$ cat config.mk
export PLATFORM = sky130hd
export DESIGN_NAME = axis_frame_rebuilder
export DESIGN_NICKNAME = d
export VERILOG_FILES = /design/src/rtl/axis_frame_pkg.sv /design/src/rtl/axis_frame_rebuilder_skid.sv /design/src/rtl/axis_frame_rebuilder.sv
export SDC_FILE = /design/constraint.sdc
export NUM_CORES = 1
export LEC_CHECK = 0
export ABC_AREA = 1
export BUFFER_PORTS_ARGS = -buffer_cell sky130_fd_sc_hd__buf_2
export CAP_MARGIN = 20
export CORE_ASPECT_RATIO = 2
export CORE_MARGIN = 5
export CORE_UTILIZATION = 40
export DETAILED_ROUTE_END_ITERATION = 6
export SLEW_MARGIN = 30
export SYNTH_ARGS = -nofsm -noshare
export SYNTH_HDL_FRONTEND = slang
export SYNTH_SLANG_ARGS = --single-unit
$ cat constraint.sdc
create_clock -name clk -period 1.75 [get_ports clk]
set_input_delay 0.525 -clock clk [delete_from_list [all_inputs] [get_ports clk]]
set_output_delay 0.525 -clock clk [all_outputs]
set_load 0.02 [all_outputs]
$ cat src/rtl/axis_frame_pkg.sv
// Shared defaults, counter-width helper and a default-width beat layout for the frame rebuilder.
package axis_frame_pkg;

  localparam int unsigned DEF_DATA_WIDTH     = 32;
  localparam int unsigned DEF_TID_WIDTH      = 8;
  localparam int unsigned DEF_DEST_WIDTH     = 8;
  localparam int unsigned DEF_USER_PER_BYTE  = 1;
  localparam int unsigned DEF_PACKET_BEATS   = 16;
  localparam int unsigned DEF_LAST_REGEN     = 1;

  function automatic int unsigned cnt_width(input int unsigned beats);
    return (beats < 32'd1) ? 32'd1 : $clog2(beats + 32'd1);
  endfunction

  typedef struct packed {
    logic [DEF_DATA_WIDTH-1:0]                          data;
    logic [DEF_DATA_WIDTH/8-1:0]                        keep;
    logic [DEF_DATA_WIDTH/8-1:0]                        strb;
    logic [DEF_USER_PER_BYTE*(DEF_DATA_WIDTH/8)-1:0]    user;
    logic [DEF_TID_WIDTH-1:0]                           id;
    logic [DEF_DEST_WIDTH-1:0]                          dest;
    logic                                               last;
  } beat_default_t;

endpackage

$ cat src/rtl/axis_frame_rebuilder_skid.sv
// Generic 2-entry register slice (output register + skid register) over a packed payload.
module axis_skid_buffer #(
  parameter int unsigned Width = 8
) (
  input  logic             clk,
  input  logic             rst_n,
  input  logic [Width-1:0] in_data_i,
  input  logic             in_valid_i,
  output logic             in_ready_o,
  output logic [Width-1:0] out_data_o,
  output logic             out_valid_o,
  input  logic             out_ready_i
);

  logic [Width-1:0] out_q, out_d, skid_q, skid_d;
  logic             out_valid_q, out_valid_d, skid_valid_q, skid_valid_d;
  logic             ready_q;
  logic             accept_s, drain_s;

  // Route an accepted beat to the output register when it frees up, else park it in the skid.
  always_comb begin
    accept_s     = in_valid_i & ready_q;
    drain_s      = out_valid_q & out_ready_i;
    out_d        = out_q;
    out_valid_d  = out_valid_q;
    skid_d       = skid_q;
    skid_valid_d = skid_valid_q;
    if (drain_s && skid_valid_q) begin
      out_d        = skid_q;
      out_valid_d  = 1'b1;
      skid_valid_d = 1'b0;
    end else if (!out_valid_q || drain_s) begin
      out_valid_d = accept_s;
      if (accept_s) begin
        out_d = in_data_i;
      end else begin
        out_d = out_q;
      end
    end else begin
      if (accept_s) begin
        skid_d       = in_data_i;
        skid_valid_d = 1'b1;
      end else begin
        skid_d       = skid_q;
        skid_valid_d = skid_valid_q;
      end
    end
  end

  // Ready is registered and only ever reflects skid occupancy.
  always_ff @(posedge clk or negedge rst_n) begin
    if (!rst_n) begin
      out_q        <= {Width{1'b0}};
      skid_q       <= {Width{1'b0}};
      out_valid_q  <= 1'b0;
      skid_valid_q <= 1'b0;
      ready_q      <= 1'b0;
    end else begin
      out_q        <= out_d;
      skid_q       <= skid_d;
      out_valid_q  <= out_valid_d;
      skid_valid_q <= skid_valid_d;
      ready_q      <= !skid_valid_d;
    end
  end

  assign in_ready_o  = ready_q;
  assign out_data_o  = out_q;
  assign out_valid_o = out_valid_q;

endmodule

$ cat src/rtl/axis_frame_rebuilder.sv
// Rebuilds AXI-Stream framing (tlast, frame-constant tid/tdest) behind a skid buffer.
// Optional framing check enabled by defining AXIS_FRAME_REBUILDER_CHECK_EN; frame_done is registered.
module axis_frame_rebuilder
  import axis_frame_pkg::*;
#(
  parameter  int unsigned DataWidth        = DEF_DATA_WIDTH,
  parameter  int unsigned TidWidth         = DEF_TID_WIDTH,
  parameter  int unsigned DestWidth        = DEF_DEST_WIDTH,
  parameter  int unsigned UserWidthPerByte = DEF_USER_PER_BYTE,
  parameter  int unsigned PacketBeats      = DEF_PACKET_BEATS,
  parameter  int unsigned LastRegenerate   = DEF_LAST_REGEN,
  localparam int unsigned KeepWidth        = DataWidth / 8,
  localparam int unsigned UserWidth        = UserWidthPerByte * KeepWidth,
  localparam int unsigned CntWidth         = cnt_width(PacketBeats)
) (
  input  logic                 clk,
  input  logic                 rst_n,
  input  logic [DataWidth-1:0] s_axis_tdata,
  input  logic [KeepWidth-1:0] s_axis_tkeep,
  input  logic [KeepWidth-1:0] s_axis_tstrb,
  input  logic                 s_axis_tvalid,
  output logic                 s_axis_tready,
  input  logic                 s_axis_tlast,
  input  logic [TidWidth-1:0]  s_axis_tid,
  input  logic [DestWidth-1:0] s_axis_tdest,
  input  logic [UserWidth-1:0] s_axis_tuser,
  output logic [DataWidth-1:0] m_axis_tdata,
  output logic [KeepWidth-1:0] m_axis_tkeep,
  output logic [KeepWidth-1:0] m_axis_tstrb,
  output logic [TidWidth-1:0]  m_axis_tid,
  output logic [DestWidth-1:0] m_axis_tdest,
  output logic [UserWidth-1:0] m_axis_tuser,
  output logic                 m_axis_tvalid,
  input  logic                 m_axis_tready,
  output logic                 m_axis_tlast,
  output logic [CntWidth-1:0]  beat_count,
  output logic                 frame_done,
  output logic                 frame_err
);

  typedef struct packed {
    logic [DataWidth-1:0] data;
    logic [KeepWidth-1:0] keep;
    logic [KeepWidth-1:0] strb;
    logic [UserWidth-1:0] user;
    logic [TidWidth-1:0]  id;
    logic [DestWidth-1:0] dest;
    logic                 last;
  } beat_t;

  localparam logic [CntWidth-1:0] CntZero = CntWidth'(0);
  localparam logic [CntWidth-1:0] CntOne  = CntWidth'(1);
  localparam logic [CntWidth-1:0] LastIdx = CntWidth'(PacketBeats - 32'd1);
  localparam logic [CntWidth-1:0] MaxCnt  = CntWidth'(PacketBeats);

  beat_t                in_beat_s, out_beat_s;
  logic                 accept_s, first_s, last_s;
  logic [CntWidth-1:0]  cnt_q, cnt_d;
  logic [TidWidth-1:0]  tid_q, tid_d;
  logic [DestWidth-1:0] dest_q, dest_d;
  logic                 frame_done_q;

  assign accept_s = s_axis_tvalid & s_axis_tready;
  assign first_s  = (cnt_q == CntZero);

  // Beat counter, last flag and first-beat capture of tid/tdest.
  always_comb begin
    last_s = 1'b0;
    cnt_d  = cnt_q;
    tid_d  = tid_q;
    dest_d = dest_q;
    if (LastRegenerate != 32'd0) begin
      last_s = (cnt_q == LastIdx);
      if (accept_s) begin
        cnt_d = last_s ? CntZero : cnt_q + CntOne;
      end else begin
        cnt_d = cnt_q;
      end
    end else begin
      last_s = s_axis_tlast;
      if (!accept_s) begin
        cnt_d = cnt_q;
      end else if (s_axis_tlast) begin
        cnt_d = CntZero;
      end else if (cnt_q == MaxCnt) begin
        cnt_d = MaxCnt;
      end else begin
        cnt_d = cnt_q + CntOne;
      end
    end
    if (accept_s && first_s) begin
      tid_d  = s_axis_tid;
      dest_d = s_axis_tdest;
    end else begin
      tid_d  = tid_q;
      dest_d = dest_q;
    end
    in_beat_s.data = s_axis_tdata;
    in_beat_s.keep = s_axis_tkeep;
    in_beat_s.strb = s_axis_tstrb;
    in_beat_s.user = s_axis_tuser;
    in_beat_s.id   = first_s ? s_axis_tid : tid_q;
    in_beat_s.dest = first_s ? s_axis_tdest : dest_q;
    in_beat_s.last = last_s;
  end

  always_ff @(posedge clk or negedge rst_n) begin
    if (!rst_n) begin
      cnt_q        <= CntZero;
      tid_q        <= {TidWidth{1'b0}};
      dest_q       <= {DestWidth{1'b0}};
      frame_done_q <= 1'b0;
    end else begin
      cnt_q        <= cnt_d;
      tid_q        <= tid_d;
      dest_q       <= dest_d;
      frame_done_q <= m_axis_tvalid & m_axis_tready & out_beat_s.last;
    end
  end

  axis_skid_buffer #(
    .Width($bits(beat_t))
  ) u_skid (
    .clk        (clk),
    .rst_n      (rst_n),
    .in_data_i  (in_beat_s),
    .in_valid_i (s_axis_tvalid),
    .in_ready_o (s_axis_tready),
    .out_data_o (out_beat_s),
    .out_valid_o(m_axis_tvalid),
    .out_ready_i(m_axis_tready)
  );

`ifdef AXIS_FRAME_REBUILDER_CHECK_EN
  logic frame_err_q;

  // Early tlast, or a frame running to its full length without tlast, is a framing error.
  always_ff @(posedge clk or negedge rst_n) begin
    if (!rst_n) begin
      frame_err_q <= 1'b0;
    end else begin
      frame_err_q <= (LastRegenerate == 32'd0) && accept_s &&
                     ((s_axis_tlast && (cnt_q != LastIdx)) ||
                      (!s_axis_tlast && (cnt_q == LastIdx)));
    end
  end

  assign frame_err = frame_err_q;
`else
  assign frame_err = 1'b0;
`endif

  assign m_axis_tdata = out_beat_s.data;
  assign m_axis_tkeep = out_beat_s.keep;
  assign m_axis_tstrb = out_beat_s.strb;
  assign m_axis_tuser = out_beat_s.user;
  assign m_axis_tid   = out_beat_s.id;
  assign m_axis_tdest = out_beat_s.dest;
  assign m_axis_tlast = out_beat_s.last;
  assign beat_count   = cnt_q;
  assign frame_done   = frame_done_q;

endmodule

# Word-level counts from Yosys, hierarchy flattened
# Index checks and enable logic that the tools add are counted.
[word_totals]
memories = 0
out_inout_bits = 70
mem_bits_ro = 0
latchBits = 0
inputBits = 65
regBits = 147
ramBits = 0
elab_cells = 37
[op_classes]
order_cmp = 0
bitwise_logic = 5
addsub = 1
shifts = 0
multipliers = 0
n_eq_ne = 1
n_reduce_logical = 10
div = 0
mux = 11
[ops]
columns = ["operator", "n"]
rows = [
  ["61-bit two-way mux", 3],
  ["8-bit two-way mux", 2],
  ["5-bit by 1-bit adder with 5-bit output (second input constant)", 1],
  ["5-bit by 4-bit equality test with 1-bit output (second input constant)", 1],
  ["5-bit logical NOT", 1],
  ["1-bit two-way mux", 5],
  ["5-bit two-way mux", 1],
  ["2-bit nonzero test", 2],
  ["1-bit AND", 3],
  ["3-bit AND reduction", 1],
  ["1-bit logical AND", 2],
  ["1-bit logical NOT", 2],
  ["1-bit inverter", 2],
  ["2-bit AND reduction", 1],
  ["1-bit logical OR", 1],
]

# Longest topological paths before layout
[logic_depth]
word_depth = 5
ltp_mapped = 10
depth_no_buf = 9

# By module
# Synthesis repeated with hierarchy kept, for this count alone.
[unflattened]
cells_unflattened = 879
hier_area_um2 = 6995.5
[modules_own_cells]
columns = ["mod", "instances", "cells_each", "area_each_um2", "seq_area_each_um2"]
rows = [
  ["axis_skid_buffer", 1, 739, 5799.3, 3128.0],
  ["axis_frame_rebuilder", 1, 140, 1196.1, 550.5],
]

# Worst setup path before layout
# Ideal clock, no wire load.
[synth_timing]
kind = "register -> register"
from = "register cnt_q[0], in the netlist beat_count[0]"
to = "register u_skid.out_q[10], in the netlist u_skid.out_data_o[10]"
setup_time_ns = 0.116
t_required_ns = 1.634
slack_ns = 0.146
n_path_buf = 1
arrival_time_ns = 1.488
synth_period_minus_slack_ns = 1.604
path_stages_with_launch = 11
path_cell_list = "dfrtp_1 -> inv_1 -> ha_1 -> inv_1 -> nor2_2 -> nand2_2 -> buf_2 -> nand2_1 -> nand3_1 -> nand2_1 -> nand2_1"
[synth_between]
elab_chain_len = 5
[synth_lines]
columns = ["element", "line", "source"]
rows = [
  ["start: declaration", "axis_frame_rebuilder.sv:58", "logic [CntWidth-1:0] cnt_q, cnt_d;"],
  ["start signal: assignment", "axis_frame_rebuilder.sv:109", "cnt_q <= CntZero;"],
  ["start signal: assignment", "axis_frame_rebuilder.sv:114", "cnt_q <= cnt_d;"],
  ["5-bit logical NOT", "axis_frame_rebuilder.sv:64", "assign first_s = (cnt_q == CntZero);"],
  ["8-bit two-way mux", "axis_frame_rebuilder.sv:102", "in_beat_s.id = first_s ? s_axis_tid : tid_q;"],
  ["61-bit two-way mux", "axis_frame_rebuilder_skid.sv:34", "if (accept_s) begin"],
  ["61-bit two-way mux", "axis_frame_rebuilder_skid.sv:32", "end else if (!out_valid_q || drain_s) begin"],
  ["61-bit two-way mux", "axis_frame_rebuilder_skid.sv:28", "if (drain_s && skid_valid_q) begin"],
  ["end signal: assignment", "axis_frame_rebuilder_skid.sv:53", "out_q <= {Width{1'b0}};"],
  ["end signal: assignment", "axis_frame_rebuilder_skid.sv:59", "out_q <= out_d;"],
  ["end: declaration", "axis_frame_rebuilder_skid.sv:15", "logic [Width-1:0] out_q, out_d, skid_q, skid_d;"],
]
# No other way between the ends. The select of a mux whose other input is x is not followed.
# A chain may end at the register's enable or synchronous reset.

# Worst setup path after layout
[layout_timing]
from = "register cnt_q[2], in the netlist beat_count[2]"
to = "output port beat_count[2]"
[layout_rtl]
columns = ["element", "line", "source"]
rows = [
  ["end: declaration", "axis_frame_rebuilder.sv:36", "output logic [CntWidth-1:0] beat_count,"],
]
# No word-level cell between the ends.

==> results_dict.tcl <==
set metrics [dict create \
    first_iter_violations 193 \
    vdd_ir_drop_max_v 0.000927 \
    grt_overflow 0 \
    drt_first_pass_iters 6 \
    rsz0062_at_grt "no" \
    cts_tree "yes" \
    row_count 66 \
    cts_buffers 17 \
    worstRegToRegCells 8 \
    clock_latency_ns 0.43 \
    finClkSkew_ns 0.0133 \
    gp_congestion 0.777 \
    yosys.area.top_type "dfrtp_1" \
    core_area_sq_um 16400 \
    worstSetupPathType "reg -> out" \
    crit_fanout 5 \
    antenna_cells 0 \
    numPortBuffers 132 \
    r2r-end "dest_q[0]$_DFFE_PN0P_" \
    setup_violations 0 \
    cts-root-buf "clkbuf_16" \
    crit_buf_inv 1 \
    hp-start "s_axis_tdest[7]" \
    synth.most_common_cell "nand2_1" \
    hold_depth 3 \
    hold_viol 0 \
    tns_ns 0 \
    grt_pass1_wl_mm 27.5 \
    dp_cells 1148 \
    cp_cell_sequence "buf_2" \
    grt_max_degree 69 \
    antenna_left 0 \
    io_pins 135 \
    end_kind "output port" \
    p_per_area_nw_per_um2 1850 \
    synth_common_cells "390 x nand2_1, 147 x dfrtp_1, 89 x o21ai_0, 50 x inv_1, 38 x nor2_1" \
    synthTopCellsByArea "dfrtp_1 55%, nand2_1 22%, o21ai_0 6.7%, inv_1 2.8%, nand3_1 2.6%" \
    wl_per_cell_um 13.9 \
    final-max-slew-violation-count 0 \
    crit_cells 1 \
    worstPathArrival_ns 1.11 \
    finalWirelength_mm 16.4 \
    clock_path_buffers 2 \
    synthCells 835 \
    yosys_warnings 0 \
    worst_ep_required_time_ns 1.22 \
    whs_endpoint "dest_q[7]$_DFFE_PN0P_" \
    start_util_pct 40.7 \
    synth_top_area_share_pct 55.3 \
    fmaxAchievable_mhz 612 \
    seq_area_frac_synth_pct 55.3 \
    h-tree-depth 4 \
    synth_edf_count 0 \
    synth_fp_nets 902 \
    post-dp-hpwl_mm 11.0 \
    drc 0 \
    r2r_start "beat_count[1]$_DFFE_PN0P_" \
    final_nets 1031 \
    grt_pass1_vias 5542 \
    final_cells 1181 \
    die-area_sq_um 19500 \
    r2r_slack_ns 0.22 \
    layout-drive-gt1-share_pct 20.5 \
    post_cts_buffers 0 \
    clk_pin_slew_ns 0.06 \
    status "complete, no violations" \
    synth.avg_cell_area_sq_um 7.97 \
    clkSinkCount 147 \
    timing.hold.worst.class "in -> reg" \
    synthArstFlopShare_pct 100 \
    dieWidth_um 101 \
    vias 5586 \
    layout_worst_path_cycle_share_pct 93.4 \
    viasPerCell 4.73 \
    fin_crit_ns 1.63 \
    critPathLaunchType "register" \
    antenna_found_initial 0 \
    ys_types 24 \
    grt_use_total_pct 17.9 \
    cp_slowest_cell "dfrtp_1" \
    cpLargestDelayFamily "flip-flops" \
    ys.flop_type "dfrtp_1" \
    p_leak_nw 4.62 \
    syn_area_sq_um 6650 \
    cpPeakStageDelay_ns 0.47 \
    syn_to_final_growth_pct 23.3 \
    die_h_um 192 \
    cap_violations 0 \
    ys_seq_elements 147 \
]
[metrics by stage]
stage	hold slack [ns]	cell area [sq um]	worst slack, ns	total power [W]	util [%]
after floorplan	0.229	6650	0.146	0.00959	-
after global placement	0.390	7580	0.165	0.0114	46.4
after detailed placement	0.390	7580	0.148	0.0116	46.4
after CTS	0.298	8200	0.0828	0.0154	50.2
after global routing	0.306	8200	0.0251	0.0164	50.2
final	0.317	8200	0.116	0.0152	50.2
[cells in the final DEF (no fill, tap or decap), types with 2 or more instances in the layout]
cell type,n
nand2_1,390
buf_12,10
bufinv_16,3
buf_4,13
buf_2,131
o21ai_0,89
nor2_4,3
dfrtp_1,147
nand2_2,2
clkinvlp_4,7
nand2_4,2
nor2_1,38
clkinv_2,3
clkbuf_16,17
inv_2,3
clkbuf_8,2
o21ai_1,19
ha_1,2
inv_1,50
nand3_1,35
[repair_timing]
item | CTS | global route
gates resized for setup | 0 | 0
endpoints found under the hold margin | 14 | 0
hold buffers | 1 | 0
endpoints found under the setup margin | 0 | 0
[sequential cells by signal, summed over array words and instances, names as in the netlist, 5 cells and up]
signal             cells
u_skid.out_data_o     61
dest_q                 8
tid_q                  8
beat_count             5
u_skid.skid_q         61
[routing by layer]
layer  share of wire, %  global-route usage [%]  vias to the layer above
li1                   -                       -                     2839
met1                 42                    21.4                     2612
met2                 51                    30.9                      113
met3                4.6                    4.16                       22
met4                1.9                    6.81                        0
met5                  0                       0                        -
[logic make-up (layout without fill, tap and decap cells)]
family	Yosys count	in the layout	synth area share, %
simple gates	473	473	28.2
flops	147	147	55.3
compound gates	109	109	8.20
buf+inv	101	243	7.64
fa+ha+maj	2	2	0.376
xor+xnor	2	2	0.263
other cells	1	1	0.0564
[final cells by class]
type	instances	area, sq um
fill	1605	8150
sequential	147	3680
multi-input combinational	587	2470
timing repair buffer	156	975
clock buffer	20	457
tap	204	255
inverter	55	209
clock inverter	12	156
[power by group]
part / total [W] / leakage [nW] / switching [W] / internal (W)
combinational: 0.00571 / 2.48 / 0.00377 / 0.00194
sequential: 0.00569 / 1.86 / 0.000725 / 0.00497
clock: 0.00379 / 0.277 / 0.00147 / 0.00232
[how the worst max path moves through the flow]
stage / slack, ns / from / to
after CTS: 0.08 / beat_count[2]$_DFFE_PN0P_ / beat_count[2]
after global routing: 0.03 / beat_count[1]$_DFFE_PN0P_ / u_skid.out_data_o[5]$_DFFE_PN0P_
after global placement: 0.16 / s_axis_tvalid / dest_q[0]$_DFFE_PN0P_
after floorplan: 0.15 / beat_count[0]$_DFFE_PN0P_ / u_skid.out_data_o[10]$_DFFE_PN0P_
after detailed placement: 0.15 / s_axis_tvalid / dest_q[5]$_DFFE_PN0P_
final: 0.12 / beat_count[2]$_DFFE_PN0P_ / beat_count[2]
(Power assumes the default switching activity.)
